===== config.mk =====
export PLATFORM = sky130hd
export DESIGN_NAME = pipelined_rca_adder
export DESIGN_NICKNAME = d
export VERILOG_FILES = /design/src/rtl/pipelined_rca_adder.sv
export SDC_FILE = /design/constraint.sdc
export NUM_CORES = 1
export LEC_CHECK = 0
export BUFFER_PORTS_ARGS = -buffer_cell sky130_fd_sc_hd__buf_2
export CORE_ASPECT_RATIO = 0.7
export CORE_MARGIN = 8
export CORE_UTILIZATION = 32
export CTS_CLUSTER_DIAMETER = 40
export DETAILED_ROUTE_END_ITERATION = 7
export SKIP_CTS_REPAIR_TIMING = 1
export SKIP_LAST_GASP = 1
export SLEW_MARGIN = 10
export SYNTH_ARGS = -nofsm -noshare
export SYNTH_HDL_FRONTEND = slang
export SYNTH_SLANG_ARGS = --single-unit

===== constraint.sdc =====
create_clock -name clk -period 8.8 [get_ports clk]
set_input_delay 0.44 -clock clk [delete_from_list [all_inputs] [get_ports clk]]
set_output_delay 0.44 -clock clk [all_outputs]
set_load 0.005 [all_outputs]

===== src/rtl/pipelined_rca_adder.sv =====
// Pipelined ripple-carry adder/subtractor, one CHUNK-bit slice per register stage; latency WIDTH/CHUNK cycles.
// The whole pipe advances only when the output slot is empty or being taken, so in_ready drops while a result waits.
module pipelined_rca_adder #(
  parameter int WIDTH = 16,
  parameter int CHUNK = 4
) (
  input  logic             clk,
  input  logic             rst,
  input  logic             in_valid,
  output logic             in_ready,
  input  logic [WIDTH-1:0] a,
  input  logic [WIDTH-1:0] b,
  input  logic             cin,
  input  logic             sub,
  output logic             out_valid,
  input  logic             out_ready,
  output logic [WIDTH-1:0] sum,
  output logic             cout,
  output logic             ovf
);

  localparam int STAGES = WIDTH / CHUNK;

  // Each stage word rotates right by one slice: the consumed operand slice drops
  // off the bottom and its sum slice enters at the top, so after the last stage
  // the word is the full aligned sum and every result bit leaves together.
  logic [WIDTH-1:0]  x_q   [STAGES];
  logic [WIDTH-1:0]  y_q   [STAGES];
  logic [WIDTH-1:0]  src_x [STAGES];
  logic [WIDTH-1:0]  src_y [STAGES];
  logic [WIDTH-1:0]  nx    [STAGES];
  logic [WIDTH-1:0]  ny    [STAGES];
  logic [CHUNK:0]    rs    [STAGES];
  logic [STAGES-1:0] vld_q;
  logic [STAGES-1:0] c_q;
  logic [STAGES-1:0] src_c;
  logic              ovf_q;
  logic              ovf_d;
  logic              adv;

  function automatic logic [CHUNK:0] ripple(input logic [CHUNK-1:0] xa,
                                            input logic [CHUNK-1:0] xb,
                                            input logic             ci);
    logic             c;
    logic [CHUNK-1:0] s;
    c = ci;
    s = '0;
    for (int i = 0; i < CHUNK; i++) begin
      s[i] = xa[i] ^ xb[i] ^ c;
      c    = (xa[i] & xb[i]) | (c & (xa[i] ^ xb[i]));
    end
    return {c, s};
  endfunction

  // Subtraction is a + ~b + ~cin on the same carry chain.
  always_comb begin
    src_x[0] = a;
    src_y[0] = sub ? ~b : b;
    src_c[0] = cin ^ sub;
    for (int k = 1; k < STAGES; k++) begin
      src_x[k] = x_q[k-1];
      src_y[k] = y_q[k-1];
      src_c[k] = c_q[k-1];
    end
  end

  always_comb begin
    for (int k = 0; k < STAGES; k++) begin
      rs[k] = ripple(src_x[k][CHUNK-1:0], src_y[k][CHUNK-1:0], src_c[k]);
      nx[k] = (src_x[k] >> CHUNK) | (WIDTH'(rs[k][CHUNK-1:0]) << (WIDTH - CHUNK));
      ny[k] = src_y[k] >> CHUNK;
    end
    // Operand sign bits are still at the bottom of the last stage's input word.
    ovf_d = (src_x[STAGES-1][CHUNK-1] == src_y[STAGES-1][CHUNK-1]) &&
            (nx[STAGES-1][WIDTH-1] != src_x[STAGES-1][CHUNK-1]);
  end

  assign adv = ~vld_q[STAGES-1] | out_ready;

  always_ff @(posedge clk) begin
    if (rst) begin
      vld_q <= '0;
      c_q   <= '0;
      ovf_q <= 1'b0;
      for (int k = 0; k < STAGES; k++) begin
        x_q[k] <= '0;
        y_q[k] <= '0;
      end
    end else if (adv) begin
      vld_q[0] <= in_valid;
      for (int k = 1; k < STAGES; k++) begin
        vld_q[k] <= vld_q[k-1];
      end
      for (int k = 0; k < STAGES; k++) begin
        x_q[k] <= nx[k];
        y_q[k] <= ny[k];
        c_q[k] <= rs[k][CHUNK];
      end
      ovf_q <= ovf_d;
    end
  end

  assign in_ready  = adv;
  assign out_valid = vld_q[STAGES-1];
  assign sum       = x_q[STAGES-1];
  assign cout      = c_q[STAGES-1];
  assign ovf       = ovf_q;

endmodule


### Yosys cells after proc, flatten, opt, wreduce, memory -nomap -nowiden

Memory sizes are Yosys's and may differ from the RTL's.
Index checks and enable logic that the tools add are counted.

* register bits after elaboration: 9
* bits in latches: 0
* RAM bits: 112
* ROM bits: 0
* output and inout port bits: 20
* word-level logic and storage cells: 118
* memories: 2

Memories
* x_q: depth 4, width 16, read ports 4, clocked after memory_dff 0, wr ports 4, line 27 `logic [WIDTH-1:0] x_q [STAGES];`
* y_q: depth 4, width 12, read ports 3, clocked after memory_dff 0, wr ports 4, line 28 `logic [WIDTH-1:0] y_q [STAGES];`

* add/subtract/negate cells: 0
* multipliers: 0
* divide/modulo/power cells: 0
* magnitude comparators: 0
* eq/ne operators: 2
* shift-type cells: 0
* muxes and demuxes: 14
* bitwise logic cells: 96
* reductions and logical operators: 1

Operators by type and width (count)
* $mux W16: 5
* $or A12 B16 Y16: 4
* $mux W12: 4
* $xor A1 B1 Y1: 33
* $and A1 B1 Y1: 32
* $or A1 B1 Y1: 25
* $not A16 Y16: 1
* $mux W1: 5
* $eq A1 B1 Y1: 1
* $logic_and A1 B1 Y1: 1
* $ne A1 B1 Y1: 1
* $not A1 Y1: 1

### Depth between registers and ports, before layout

* depth in word-level cells: 12
* depth in mapped cells: 10
* depth with buffers taken out: 10

### Worst setup path after synthesis

OpenSTA, ideal clock, no wires.

* path type: input -> register
* start: input rst
* end: memory x_q[0][0], enable pin
* setup time: 0.449 ns
* arrival: 2.641 ns
* data required time: 8.351 ns
* path slack: 5.710 ns
* stages on the path: 2
* cells stage by stage: clkbuf_1 or2b_1

RTL lines
* from (decl): line 8 `input logic rst,`
* to (decl): line 27

==> impl_metrics.yaml <==
synthesis:
  ys_seq_elements: 97
  yosys.cell_types.count: 22
  yosys-top-cells-area: "edfxtp_1, and2_1, fa_1, dfxtp_1, xnor2_1"
  netlist.area_leader.share_pct: 63.5
  avgSynthCellArea_sq_um: 14.5
  synthMuxAreaShare_pct: 0
  ys_seq_area_share_pct: 67.8
  syn_nets: 342
  synth_compound_area_share_pct: 1.14
  synth-simple-area-share_pct: 14.3
  yosys_warnings: 0
  synth_xor_area_share_pct: 3.79
  syn_inst: 287
  syn_area_sq_um: 4160
  synth_top_family_by_area: "simple AND/OR/NAND/NOR gates"
  yosys.area.top_type: "edfxtp_1"
  synthAdderAreaFrac_pct: 8.00
routing:
  remaining_drc_errors: 0
  wl_per_cell_microns: 12.9
  drtPass1Iterations: 4
  vias_per_cell: 3.96
  drt_first_iter_violations: 94
  vias: 2029
  ant_nets: 0
  wl_microns: 6590
timing:
  clock_skew_ns: 0.00762
  fin_crit_ns: 2.71
  worstMarginPinSlew_ns: 1.17
  rsz0062_at_grt: "false"
  relSlewSlack_pct: 21.9
  setup_violations: 0
  fin_crit_sh_pct: 30.8
  fin_worst_hold_slack_ns: 0.346
  max_freq_ghz: 0.369
  tns_ns: 0
  slew_viol_final: 0
  hold_viol_final: 0
clocking:
  cts.sinks: 97
  htreeDepth: 3
  cts_inserted_buffers: 9
  insertion_delay_ns: 0.33
  clockRootBuffer: "clkbuf_16"
  clk_pin_slew_worst_paths_ns: 0.07
  cts_buffer_depth: 2
  tritoncts: "done"
layout:
  area_growth_pct: 16.5
  drive_above_1_share_pct: 22.0
  nNetsFinal: 396
  layout.cells.most_common: "edfxtp_1"
  fillCellCount: 1217
  final_cell_mix: "edfxtp_1, and2_1, buf_2"
  antennaDiodeCount: 0
setup_path:
  required_ns: 8.89
  regToRegStartpoint: "x_q[2][0]"
  critPathMaxFanout: 17
  cp-end-kind: "flip-flop"
  cp-start-kind: "primary input"
  r2r_slack_ns: 6.22
  path_class: "in2reg"
  reg2reg_to: "ovf"
  ff2ff_path_depth: 10
  critical_path_arrival_ns: 2.80
grt:
  grt_pass1_vias: 2164
  grt_start_max_net_pins: 89
  grt_remaining_overflow: 0
  grt_pass1_wl_microns: 10900
  antenna_found_initial: 0
  grt_use_total_pct: 8.18
floorplanning:
  std_cell_rows: 35
  die_y_microns: 111
  die_w_microns: 152
  pin_count: 58
  start_util_pct: 32.2
  fp.coreArea_sq_um: 12900
  die_area_sq_um: 17000
placed_design:
  dp_hpwl_microns: 4410
  port_buffers: 57
  gp_congestion: 0.664
status:
  status: "completed"
pwr:
  ir_drop_v: 0.0000843
  powerDensity_nw_per_um2: 207
  p_leak_nw: 2.04
min_path:
  hold_class: "in2reg"
  holdCritStartpoint: "in_valid"
  hold_end: "vld_q[0]"
  whs_path_depth: 3
flow_run:
  drv_cap: 0
[power breakdown]
part | switching [mW] | internal (mW) | leakage (nW)
Sequential | 0.00874 | 0.537 | 1.12
Clock | 0.160 | 0.227 | 0.142
Combinational | 0.0353 | 0.0335 | 0.779
[cells in the mapped netlist]
cell      instances
nor2_4            1
xnor2_1          16
nand2_1           9
nor2_1           26
edfxtp_1         88
inv_2             1
nor2b_4           1
a21oi_1           5
or2b_1            1
or3_1             1
clkbuf_1          4
buf_6             6
xor2_1            2
fa_1             16
a211oi_1          3
inv_1            25
buf_4             2
ha_1              1
and2_1           67
buf_2             2
dfxtp_1           9
nand2b_1          1
[cells by family after synthesis]
group                      count (synthesis)
buffers and inverters                     40
and+or+nand+nor                          107
AOI/OAI and AO/OA                          8
xor gates and xnor gates                  18
adders and majority gates                 17
DFF                                       97
[flip-flops by register name (all words and copies together) (netlist names)]
name / count
x_q: 64
ovf: 1
c_q: 4
y_q: 24
vld_q: 4
[metal layers]
layer | GRT usage [%] | vias up | wire length [microns]
met5 | 0 | - | 0
met4 | 3.78 | 0 | 87
met3 | 2.75 | 7 | 296
met2 | 11.1 | 46 | 2580
met1 | 11.5 | 935 | 3630
li1 | - | 1041 | -
[metrics by stage]
step	instance area [sq um]	total power, mW	cells	setup WS [ns]	utilization, %
2_1_floorplan	4160	0.600	287	5.71	-
5_1_grt	4850	1.04	512	5.96	37.5
6_report	4850	1.00	512	6.09	37.5
3_5_place_dp	4550	0.627	496	5.72	35.2
3_3_place_gp	4550	0.623	496	5.82	35.2
4_1_cts	4850	1.01	512	6.08	37.5
[worst max-delay path: stages]
cell and delay, ns:
buf_2 0.36, xnor2_1 0.15, fa_1 0.43, fa_1 0.39
fa_1 0.38, inv_1 0.08, fa_1 0.40, and2_1 0.15
[cell type report]
type | count | area (sq um) | share of cell area (%)
sequential | 97 | 2820 | 58.2
multi-input combinational | 150 | 1140 | 23.5
timing repair buffer | 57 | 285 | 5.88
clock buffer | 11 | 243 | 5.01
tap | 166 | 208 | 4.28
inverter | 26 | 97.6 | 2.01
clock inverter | 5 | 55.1 | 1.14
[how the worst max path moves through the flow]
stage	start	endpoint	slack [ns]	depth (start not counted)
3_3_place_gp	sub	x_q[0][15]	5.82	8
6_report	sub	x_q[0][15]	6.09	8
3_5_place_dp	sub	x_q[0][15]	5.72	8
5_1_grt	sub	x_q[0][15]	5.96	8
2_1_floorplan	rst	x_q[0][0]	5.71	2
4_1_cts	sub	x_q[0][15]	6.08	8
No activity file was read; power rests on OpenSTA's default activity.
